**config.mk**
```make
export PLATFORM = sky130hd
export DESIGN_NAME = gtx_reset_seq
export DESIGN_NICKNAME = d
export VERILOG_FILES = /design/src/rtl/gtx_reset_seq.sv
export SDC_FILE = /design/constraint.sdc
export NUM_CORES = 1
export LEC_CHECK = 0
export ABC_AREA = 1
export BUFFER_PORTS_ARGS = -buffer_cell sky130_fd_sc_hd__buf_2
export CAP_MARGIN = 20
export CORE_MARGIN = 10
export CORE_UTILIZATION = 59
export CTS_BUF_LIST = sky130_fd_sc_hd__clkbuf_2 sky130_fd_sc_hd__clkbuf_4 sky130_fd_sc_hd__clkbuf_8
export DETAILED_ROUTE_END_ITERATION = 8
export HOLD_SLACK_MARGIN = 0.02
export PLACE_DENSITY = 0.81
export SETUP_SLACK_MARGIN = 0.02
export SKIP_LAST_GASP = 1
export SLEW_MARGIN = 25
export SYNTH_ARGS = -nofsm -noshare
export SYNTH_HDL_FRONTEND = slang
export SYNTH_SLANG_ARGS = --single-unit
```
**constraint.sdc**
```tcl
create_clock -name gtrefclk -period 2.3 [get_ports gtrefclk]
set_clock_uncertainty 0.1 [all_clocks]
set_input_delay 0.46 -clock gtrefclk [delete_from_list [all_inputs] [get_ports gtrefclk]]
set_output_delay 0.46 -clock gtrefclk [all_outputs]
set_load 0.005 [all_outputs]
```
**src/rtl/gtx_reset_seq.sv**
```systemverilog
// rtl/gtx_reset_seq.sv - GTXE2 per-channel TX/RX sub-reset sequencer in the gtrefclk domain.
// Independent TX and RX FSMs; every output is a flop loaded from the next-state decode.
module gtx_reset_seq #(
  parameter int TXPMARESET_TIME     = 1,
  parameter int RXPMARESET_TIME     = 17,
  parameter int RXCDRPHRESET_TIME   = 1,
  parameter int RXCDRFREQRESET_TIME = 1,
  parameter int RXDFELPMRESET_TIME  = 15,
  parameter int RXISCANRESET_TIME   = 1,
  parameter int PCSRESET_TIME       = 4
) (
  input  logic       gtrefclk,
  input  logic       extrst,
  input  logic       cplllock,
  input  logic       txreset,
  input  logic       rxreset,
  input  logic       txuserrdy,
  input  logic       rxuserrdy,
  output logic       txpmareset,
  output logic       txpcsreset,
  output logic       rxpmareset,
  output logic       rxcdrphreset,
  output logic       rxcdrfreqreset,
  output logic       rxdfelpmreset,
  output logic       rxiscanreset,
  output logic       rxpcsreset,
  output logic       txresetdone,
  output logic       rxresetdone,
  output logic [1:0] tx_state,
  output logic [2:0] rx_state
);

  typedef enum logic [1:0] {TX_PMA, TX_WAIT, TX_PCS, TX_DONE} tx_state_t;
  typedef enum logic [2:0] {
    RX_PMA, RX_CDRPH, RX_CDRFREQ, RX_DFE, RX_ISCAN, RX_WAIT, RX_PCS, RX_DONE
  } rx_state_t;

  // The PMA states compare against the full time because the release edge itself loads
  // count 1; states entered from another state start at 0 and so exit at TIME-1.
  localparam logic [6:0] TX_PMA_LAST   = 7'(TXPMARESET_TIME);
  localparam logic [6:0] RX_PMA_LAST   = 7'(RXPMARESET_TIME);
  localparam logic [6:0] CDRPH_LAST    = 7'(RXCDRPHRESET_TIME - 1);
  localparam logic [6:0] CDRFREQ_LAST  = 7'(RXCDRFREQRESET_TIME - 1);
  localparam logic [6:0] DFE_LAST      = 7'(RXDFELPMRESET_TIME - 1);
  localparam logic [6:0] ISCAN_LAST    = 7'(RXISCANRESET_TIME - 1);
  localparam logic [6:0] PCS_LAST      = 7'(PCSRESET_TIME - 1);

  tx_state_t tx_q, tx_next;
  rx_state_t rx_q, rx_next;
  logic [6:0] tx_cnt, tx_cnt_next;
  logic [6:0] rx_cnt, rx_cnt_next;
  logic [6:0] rx_last;
  logic       txrdy_s1, txrdy_s2, rxrdy_s1, rxrdy_s2;

  always_ff @(posedge gtrefclk or posedge extrst) begin
    if (extrst) begin
      txrdy_s1 <= 1'b0;
      txrdy_s2 <= 1'b0;
      rxrdy_s1 <= 1'b0;
      rxrdy_s2 <= 1'b0;
    end else begin
      txrdy_s1 <= txuserrdy;
      txrdy_s2 <= txrdy_s1;
      rxrdy_s1 <= rxuserrdy;
      rxrdy_s2 <= rxrdy_s1;
    end
  end

  always_comb begin
    tx_next     = tx_q;
    tx_cnt_next = tx_cnt + 7'd1;
    if (txreset || !cplllock) begin
      tx_next     = TX_PMA;
      tx_cnt_next = 7'd0;
    end else begin
      case (tx_q)
        TX_PMA: if (tx_cnt == TX_PMA_LAST) begin
          tx_next     = TX_WAIT;
          tx_cnt_next = 7'd0;
        end
        TX_WAIT: begin
          tx_cnt_next = 7'd0;
          if (txrdy_s2) tx_next = TX_PCS;
        end
        TX_PCS: if (tx_cnt == PCS_LAST) begin
          tx_next     = TX_DONE;
          tx_cnt_next = 7'd0;
        end
        default: tx_cnt_next = 7'd0;
      endcase
    end
  end

  always_comb begin
    rx_last = 7'd0;
    case (rx_q)
      RX_PMA:     rx_last = RX_PMA_LAST;
      RX_CDRPH:   rx_last = CDRPH_LAST;
      RX_CDRFREQ: rx_last = CDRFREQ_LAST;
      RX_DFE:     rx_last = DFE_LAST;
      RX_ISCAN:   rx_last = ISCAN_LAST;
      RX_PCS:     rx_last = PCS_LAST;
      default:    rx_last = 7'd0;
    endcase
  end

  always_comb begin
    rx_next     = rx_q;
    rx_cnt_next = rx_cnt + 7'd1;
    if (rxreset || !cplllock) begin
      rx_next     = RX_PMA;
      rx_cnt_next = 7'd0;
    end else begin
      case (rx_q)
        RX_WAIT: begin
          rx_cnt_next = 7'd0;
          if (rxrdy_s2) rx_next = RX_PCS;
        end
        RX_DONE: rx_cnt_next = 7'd0;
        default: if (rx_cnt == rx_last) begin
          rx_next     = rx_state_t'(rx_q + 3'd1);
          rx_cnt_next = 7'd0;
        end
      endcase
    end
  end

  always_ff @(posedge gtrefclk or posedge extrst) begin
    if (extrst) begin
      tx_q           <= TX_PMA;
      rx_q           <= RX_PMA;
      tx_cnt         <= 7'd0;
      rx_cnt         <= 7'd0;
      txpmareset     <= 1'b1;
      txpcsreset     <= 1'b0;
      txresetdone    <= 1'b0;
      rxpmareset     <= 1'b1;
      rxcdrphreset   <= 1'b0;
      rxcdrfreqreset <= 1'b0;
      rxdfelpmreset  <= 1'b0;
      rxiscanreset   <= 1'b0;
      rxpcsreset     <= 1'b0;
      rxresetdone    <= 1'b0;
    end else begin
      tx_q           <= tx_next;
      rx_q           <= rx_next;
      tx_cnt         <= tx_cnt_next;
      rx_cnt         <= rx_cnt_next;
      txpmareset     <= (tx_next == TX_PMA);
      txpcsreset     <= (tx_next == TX_PCS);
      txresetdone    <= (tx_next == TX_DONE);
      rxpmareset     <= (rx_next == RX_PMA);
      rxcdrphreset   <= (rx_next == RX_CDRPH);
      rxcdrfreqreset <= (rx_next == RX_CDRFREQ);
      rxdfelpmreset  <= (rx_next == RX_DFE);
      rxiscanreset   <= (rx_next == RX_ISCAN);
      rxpcsreset     <= (rx_next == RX_PCS);
      rxresetdone    <= (rx_next == RX_DONE);
    end
  end

  assign tx_state = tx_q;
  assign rx_state = rx_q;

endmodule
```
# Word level (Yosys, flattened, before mapping)
# Cells that the tools add are included.
[word_totals]
output_inout_bits = 15
elab_cells = 63
in_bits = 7
reg_bits = 33
[op_classes]
n_reduce_logical = 8
n_eq_ne = 17
add_sub_neg = 3
mux = 17
[ops]
columns = ["cell", "count"]
rows = [
  ["two-way mux 7 bit", 6],
  ["== test 3 bit, second input constant", 6],
  ["case mux 5 bit (3 select lines)", 1],
  ["adder 7 x 1 -> 7 bit, second input constant", 2],
  ["case mux 7 bit (2 select lines)", 1],
  ["== test 3 x 2 -> 1 bit, second input constant", 3],
  ["two-way mux 3 bit", 3],
  ["two-way mux 2 bit", 4],
  ["== test 7 x 1 -> 1 bit, second input constant", 1],
  ["== test 7 x 2 -> 1 bit, second input constant", 1],
  ["== test 7 bit", 1],
  ["== test 2 bit, second input constant", 3],
  ["zero test 3 bit", 2],
  ["case mux 2 bit (3 select lines)", 1],
  ["case mux 3 bit (2 select lines)", 1],
  ["zero test 2 bit", 2],
  ["adder 3 x 1 -> 3 bit, second input constant", 1],
  ["== test 3 x 1 -> 1 bit, second input constant", 1],
  ["== test 2 x 1 -> 1 bit, second input constant", 1],
  ["logical OR 1 bit", 2],
  ["OR reduction 2 bit", 1],
  ["zero test 1 bit", 1],
]

# Longest topological paths before layout
# Gate-level depths: netlist of the first run.
[logic_depth]
ltp_word = 7
mapped_depth = 15
ltp_nobuf = 15

# Worst setup path after synthesis of the first run
# Ideal clock, no wire load.
[synth_path]
path_type = "reg-to-reg"
start = "register rx_q[0], in the netlist rx_state[0]"
end = "register rxdfelpmreset"
path_slack_ps = 513
arrival_ps = 1570
required_ps = 2083
stages_incl_launch_ff = 13
setup_time_ps = 117
path_buffers = 0
period_less_slack_ps = 1787
cell_sequence = "dfrtp_1 inv_1 ha_1 nand2_4 nor2_1 nor2_2 nand3_2 nor2_4 nand2_1 nand3_1 nand2_1 nand2_1 nor2_1"
[synth_via]
elab_chain_cells = 7
elab_cells_between_ends = 13
cone_classes = "1 x add/sub; 6 x eq/ne; 5 x mux; 1 x reduce/logical"
[synth_lines]
columns = ["item", "line", "source"]
rows = [
  ["start: declaration", "49", "rx_state_t rx_q, rx_next;"],
  ["start signal: assignment", "146", "rx_q <= rx_next;"],
  ["== test 3 bit (tied with other cells)", "96", "case (rx_q)"],
  ["case mux 5 bit (3 select lines)", "96", ""],
  ["== test 7 bit", "120", "default: if (rx_cnt == rx_last) begin"],
  ["two-way mux 3 bit", "120", ""],
  ["case mux 3 bit (2 select lines) *", "114", "case (rx_q)"],
  ["two-way mux 3 bit *", "110", "if (rxreset || !cplllock) begin"],
  ["== test 3 x 2 -> 1 bit *", "155", "rxdfelpmreset <= (rx_next == RX_DFE);"],
  ["end signal: assignment", "155", ""],
  ["end: declaration", "24", "output logic rxdfelpmreset,"],
]
# Mark *: on every way between the ends. The rest lies on a longest branch, timed or not.

# Worst setup path after layout of the first run
[layout_path]
start = "register rx_q[0], in the netlist rx_state[0]"
end = "register rxcdrphreset"
[layout_via]
elab_chain_cells = 7
elab_cells_between_ends = 13
cone_classes = "1 x add/sub; 6 x eq/ne; 5 x mux; 1 x reduce/logical"
[layout_lines]
columns = ["item", "line", "source"]
rows = [
  ["== test 3 bit (tied with other cells)", "96", ""],
  ["case mux 5 bit (3 select lines)", "96", ""],
  ["== test 7 bit", "120", ""],
  ["two-way mux 3 bit", "120", ""],
  ["case mux 3 bit (2 select lines) *", "114", ""],
  ["two-way mux 3 bit *", "110", ""],
  ["== test 3 x 1 -> 1 bit *", "153", "rxcdrphreset <= (rx_next == RX_CDRPH);"],
  ["end signal: assignment", "153", ""],
  ["end: declaration", "22", "output logic rxcdrphreset,"],
]
# Marked as above.

==> results of run 1 <==
-- critical path, cell delays in order (launching register included) --
cell and delay, ns:
dfrtp_1 0.45, inv_1 0.09, ha_1 0.23, nand2_4 0.09, nand3_1 0.10, nand3_1 0.10
nand2_2 0.09, nor2_4 0.16, nand2_1 0.09, nand3_1 0.14, nand2_1 0.09, nand2_1 0.11
nor2_1 0.04
-- stage by stage --
stage / util (%) / area (um2) / hold slack, ns / power, uW
after global placement: 69.6 / 1770 / 0.233 / 648
final: 71.8 / 1830 / 0.0902 / 954
after detailed placement: 69.6 / 1770 / 0.241 / 651
after floorplan: - / 1620 / 0.231 / 633
after CTS: 71.8 / 1830 / 0.0903 / 965
after global routing: 71.8 / 1830 / 0.0961 / 991
-- registers in the layout (all words and copies together), names as in the netlist --
name	cells
txrdy_s1	1
rxiscanreset	1
rxrdy_s1	1
tx_state	2
rxcdrfreqreset	1
rxcdrphreset	1
rxdfelpmreset	1
rxpcsreset	1
txresetdone	1
txpcsreset	1
txpmareset	1
rxrdy_s2	1
rx_cnt	7
rxresetdone	1
txrdy_s2	1
tx_cnt	7
rx_state	3
rxpmareset	1
-- synthesized netlist by cell type --
master / instances / area [um2]
o22ai_1: 1 / 6.26
nand2_2: 7 / 43.8
nand3b_1: 3 / 22.5
nor2_4: 1 / 11.3
a21oi_1: 1 / 5.00
ha_1: 10 / 125
or2_2: 2 / 12.5
nor2_1: 32 / 120
nand2_4: 1 / 11.3
nand3_2: 2 / 20.0
xnor2_1: 2 / 17.5
xor2_1: 7 / 61.3
inv_2: 2 / 7.51
inv_1: 22 / 82.6
nand4_1: 2 / 12.5
nor3b_1: 4 / 30.0
nand2_1: 29 / 109
clkinv_2: 1 / 5.00
o21ai_0: 2 / 10.0
clkinv_1: 1 / 3.75
dfstp_2: 2 / 52.6
o21ai_1: 1 / 5.00
nand3_1: 13 / 65.1
nor2_2: 1 / 6.26
dfrtp_1: 31 / 776
-- cell type report --
cell class / count / area, um2
inverter: 26 / 98.8
multi-input combinational: 121 / 694
clock buffer: 5 / 37.5
timing repair buffer: 22 / 113
sequential: 33 / 828
tap: 30 / 37.5
clock inverter: 3 / 17.5
fill: 213 / 718
-- kinds of logic after synthesis --
| kind of cell | share of synthesized area, % |
|---|---|
| AO/OA/AOI/OAI | 1.62 |
| XOR/XNOR | 4.86 |
| adder cells (fa/ha/maj) | 7.72 |
| buffers and inverters | 6.10 |
| flip-flops | 51.1 |
| AND/OR/NAND/NOR | 28.6 |
-- per-layer routing --
metal  share of wire (%)  routed length [um]  GRT usage [%]  vias to the layer above
met5                   0                   0              0                        -
met4                 2.1                  62           6.75                        0
met3                 2.9                  86           3.67                        7
met2                  50                1490           20.6                       24
met1                  45                1320           13.3                      547
li1                    -                   -              -                      610
-- power by group through the flow --
stage               registers [uW]  logic (uW)  clock network [uW]
floorplan                      605        28.6                   0
global placement               605        42.3                   0
detailed placement             606        44.6                   0
CTS                            595        44.9                 325
global route                   596        50.1                 345
finish                         594        43.5                 316
-- path summary, 6_finish.rpt --
check | from | to | slack, ns | depth (start not counted)
max in group asynchronous | extrst | rxpmareset | 1.69 | 3
worst min-delay path | extrst | tx_cnt[2] | 0.09 | 3
min in group gtrefclk | txuserrdy | txrdy_s1 | 0.12 | 1
worst min register to register | txrdy_s1 | txrdy_s2 | 0.26 | 0
worst max-delay path | rx_state[0] | rxcdrphreset | 0.33 | 12
worst max register to register | rx_state[0] | rxcdrphreset | 0.33 | 12
==> results.md, run 1 <==
- Pleak: 0.00103 uW
- Clk_lat worst skew: 0.33 ns
- Tcrit/Tclk final: 85.7%
- TNS Setup: 0 ns
- Req. time, crit path: 2.44 ns
- Slew Limit Fails: 0
- Setup Fix Bufs, Post-CTS: 0
- Routed WL: 2.96 mm
- Syn_nets: 197
- Clock-pin slew on the worst setup and hold paths: 0.10 ns
- HP Class: input port to async pin
- Most frequent cells in the layout: 32 x nor2_1, 31 x dfrtp_1, 29 x nand2_1
- Drt first pass iters: 4
- Status: finished, final reports clean
- Syn-to-layout area delta: 12.7%
- Die Ht: 72.4 um
- Layout cell share with drive strength beyond 1: 23.3%
- DR DRC count: 0
- DIE AREA: 5250 um2
- Setup violations, final: 0
- CP endpoint kind: register
- Most common cell after layout, fill and taps aside: nor2_1
- Dpl ws: 0.354 ns
- Startpoint class of the critical path: register
- Nets@finish: 226
- H-tree depth: 2
- Hold buffers post-CTS: 0
- Max Root-Sink Buffers: 2
- Post_cts resized: 0
- Initial cell density of the core: 63.7%
- Clock power share: 33.1%
- Fin worst setup slack: 0.329 ns
- Initial antenna violation count: 0
- Avg Inst Size Synth: 9.01 um2
- Row count: 18
- Yosys warns: 0
- Total vias in the final route: 1188
- Core footprint: 2540 um2
- Worst Path Max Fanout: 7
- Num CTS Buffers: 5
- Port bufs: 21
- Maximum number of pins on one net before global-route repair: 34
- IO Pins: 22
- Clk root buf: clkbuf_4
- Ant diodes: 0
- CTS tree: done
- Grt total ovfl: 0
- First-pass GRT wire length: 5.16 mm
- CP arrival: 2.11 ns
- Fmax: 0.507 GHz
- Peak VDD IR: 0.537 mV
- Starting DRT DRC Count: 53
- WL per Instance: 12.3 um
- DP HPWL: 2.28 mm
- Gate Count Post-Synth: 180
- Final min period: 1.97 ns
- Headroom to the max-slew limit: 67.3%
- Synthesized flop and latch total: 33
- RSZ-0062 raised after global routing: false
- Power per Cell Area: 522 nW/um2
- Combinational share of power: 4.6%
- Width of the chip: 72.4 um
- All-Layer GR Usage: 12.2%
- Sequential power share: 62.3%
- Cell variety after synth: 25
- Crit Path Class: register to register
- Clk sink count: 33
- Seq/Total Area, Yosys: 51.1%
- Final Non-Filler Cells: 240
- Synth Cell Area: 1620 um2
- Vias in the first global route: 1254
- Antenna viol nets, final: 0
- Sw Ratio: 24.7%
- Placed cell count: 232
- Vias per cell: 4.95
- RePlAce Congestion: 0.811
- Worst Tran Pin Value: 0.489 ns
- Power Internal: 718 uW
- Switching power: 236 uW
- Max-Cap Viols: 0
- Fin. Hold Viols: 0
Note: power is estimated with default switching activity, not from simulation.
==> run 2, diff against run 1 <==
==> config.mk (replaced) <==
export PLATFORM = sky130hd
export DESIGN_NAME = gtx_reset_seq
export DESIGN_NICKNAME = d
export VERILOG_FILES = /design/src/rtl/gtx_reset_seq.sv
export SDC_FILE = /design/constraint.sdc
export NUM_CORES = 1
export LEC_CHECK = 0
export ABC_AREA = 1
export BUFFER_PORTS_ARGS = -buffer_cell sky130_fd_sc_hd__buf_2
export CAP_MARGIN = 20
export CORE_MARGIN = 10
export CORE_UTILIZATION = 56
export DETAILED_ROUTE_END_ITERATION = 8
export HOLD_SLACK_MARGIN = 0.02
export PLACE_DENSITY = 0.78
export SETUP_SLACK_MARGIN = 0.02
export SKIP_LAST_GASP = 1
export SLEW_MARGIN = 5
export SYNTH_ARGS = -nofsm -noshare
export SYNTH_HDL_FRONTEND = slang
export SYNTH_SLANG_ARGS = --single-unit
==> results.md, run 2 (synthesis results as in run 1) <==
- Status: finished, final reports clean
- Core footprint: 2760 um2 (+8.4%)
- Clk sink count: 33 (unchanged)
- Drt first pass iters: 4 (unchanged)
- Crit path max-delay family: simple AND/OR/NAND/NOR gates
- CTS tree: done
- Starting DRT DRC Count: 22 (-58%)
- H-tree depth: 2 (unchanged)
- RePlAce Congestion: 0.828 (+2.1%)
- Worst Path Max Fanout: 7 (unchanged)
- Pleak: 0.00103 uW (unchanged)
- TNS Setup: 0 ns (unchanged)
- Slew Limit Fails: 0 (unchanged)
- Multi-input combinational cell area: 694 um2 (unchanged)
- Setup violations, final: 0 (unchanged)
- Num CTS Buffers: 5 (unchanged)
- IO Pins: 22 (unchanged)
- Clk root buf: clkbuf_4
- CP endpoint kind: register
- Crit Path Class: register to register
- Hold buffers post-CTS: 0 (unchanged)
- Final min period: 1.97 ns (+0.00181 ns)
- Stages on the worst setup path: 13 (+1)
- Ant diodes: 0 (unchanged)
- Maximum number of pins on one net before global-route repair: 34 (unchanged)
- Sw Ratio: 23.7% (-1.0 points)
- WP buf/inv: 2 (+1)
- RR Startpoint: rx_state[0]
- Worst Reg-to-Reg Cells: 13 (+1)
- HP Class: input port to async pin
- Combinational share of power: 4.6% (about the same)
- Most common cell after layout, fill and taps aside: nor2_1
- Initial antenna violation count: 0 (unchanged)
- Most common cell on crit path: nand2_2
- Layout cell share with drive strength beyond 1: 23.3% (unchanged)
- Die Ht: 73.8 um (+1.9%)
- Req. time, crit path: 2.45 ns (about the same)
- Peak VDD IR: 0.572 mV (+6.4%)
- Clock-pin slew on the worst setup and hold paths: 0.10 ns (about the same)
- Routed WL: 2.92 mm (-1.2%)
- Vias per cell: 4.86 (-1.8%)
- Sequential power share: 63.2% (+0.9 points)
- Post_cts resized: 0 (unchanged)
- Register area: 828 um2 (unchanged)
- DP HPWL: 2.31 mm (+1.3%)
- First-pass GRT wire length: 4.96 mm (-3.9%)
- Reg2Reg Setup Slack: 0.33 ns (about the same)
- CP Capture Point: rxcdrphreset
- Vias in the first global route: 1161 (-7.4%)
- Syn-to-layout area delta: 12.7% (about the same)
- Port bufs: 21 (unchanged)
- Clk_lat worst skew: 0.32 ns (about the same)
- Worst-path cell chain: inv_1 > ha_1 > nand2_4 > nand3_1 > nand3_1 > nand2_2 > nor2_4 > nand2_2 > nand2_2 > nand3_2 > clkinv_2 > nand2_1 > nor2_1
- Row count: 19 (+1)
- Startpoint class of the critical path: register
- Initial cell density of the core: 58.8% (-4.9 points)
- Slowest stage cell, crit path: dfrtp_1
- Width of the chip: 73.8 um (+1.9%)
- DIE AREA: 5450 um2 (+3.9%)
- Power per Cell Area: 515 nW/um2 (-1.4%)
- DR DRC count: 0 (unchanged)
- Total vias in the final route: 1171 (-1.4%)
- Peak per-stage delay on the critical path: 0.46 ns (about the same)
- Most frequent cells in the layout: 32 x nor2_1, 31 x dfrtp_1, 29 x nand2_1
- Headroom to the max-slew limit: 69.7% (+2.4 points)
- Total of fill cells in the finished design: 221 (+3.8%)
- Clock power share: 32.2% (-0.9 points)
- Reg2reg end: rxcdrphreset
- Power Internal: 718 uW (about the same)
- Fin. Hold Viols: 0 (unchanged)
- Grt total ovfl: 0 (unchanged)
- Critical path origin: rx_state[0]
- Switching power: 223 uW (-5.5%)
- Setup Fix Bufs, Post-CTS: 0 (unchanged)
- RSZ-0062 raised after global routing: false
- Tcrit/Tclk final: 85.8% (about the same)
- All-Layer GR Usage: 11.7% (-0.50 points)
- Antenna viol nets, final: 0 (unchanged)
- Max-Cap Viols: 0 (unchanged)
- Final Core Density: 66.3% (-5.5 points)
- CP arrival: 2.13 ns (+0.02 ns)
- Fmax: 0.507 GHz (about the same)
- WL per Instance: 12.1 um (-1.6%)
- Worst Tran Pin Value: 0.453 ns (-0.0360 ns)
- Max Root-Sink Buffers: 2 (unchanged)
- Nets@finish: 226 (unchanged)
## run 2: cell counts in the layout (fill, tap and decap cells not counted)
No cell type changed its count.
## run 2: worst min path at each step
| stage | start | end | slack, ns | depth (start not counted) |
|---|---|---|---|---|
| finish | extrst | tx_cnt[3] | 0.1 | 3 |
| detailed placement | txrdy_s1 | txrdy_s2 | 0.24 | 0 |
| global placement | txrdy_s1 | txrdy_s2 | 0.23 | 0 |
| floorplan | rxrdy_s1 | rxrdy_s2 | 0.23 | 0 |
| CTS | extrst | tx_cnt[2] | 0.09 | 3 |
| global route | extrst | tx_cnt[3] | 0.11 | 3 |
## run 2: metrics by stage
step | worst slack (ns) | total power [uW] | hold WS, ns | cells | area (um2)
after floorplan | 0.513 | 633 | 0.231 | 180 | 1620
after global placement | 0.415 | 648 | 0.235 | 233 | 1770
after detailed placement | 0.346 | 650 | 0.239 | 233 | 1770
after CTS | 0.318 | 959 | 0.0945 | 241 | 1830
after global routing | 0.101 | 987 | 0.108 | 241 | 1830
final | 0.328 | 941 | 0.0979 | 241 | 1830
## run 2: area by class of cell
cell class              instances  area share (%)
inverters                      26            5.41
well taps                      31            2.12
flip-flops and latches         33            45.3
repair buffers                 22            6.16
multi-input cells             121            38.0
clock inverters                 3           0.958
clock buffers                   5            2.05
## run 2: power groups by stage
stage / sequential, uW / combinational, uW / clock, uW
floorplan: 605 / 28.6 / 0
global placement: 606 / 42.5 / 0
detailed placement: 606 / 44.0 / 0
CTS: 595 / 44.1 / 321
global route: 596 / 50.3 / 341
finish: 595 / 42.9 / 303
## run 2: routing by layer
layer | GRT usage, % | up-vias | routed length [um]
met5 | 0 | - | 0
met4 | 5.59 | 0 | 42
met3 | 4.85 | 4 | 137
met2 | 20.0 | 17 | 1530
met1 | 12.0 | 537 | 1220
li1 | - | 613 | -
## run 2: worst min-delay path, cell delays in order
cell,delay [ns]
buf_2,0.09
inv_1,0.04
buf_4,0.36
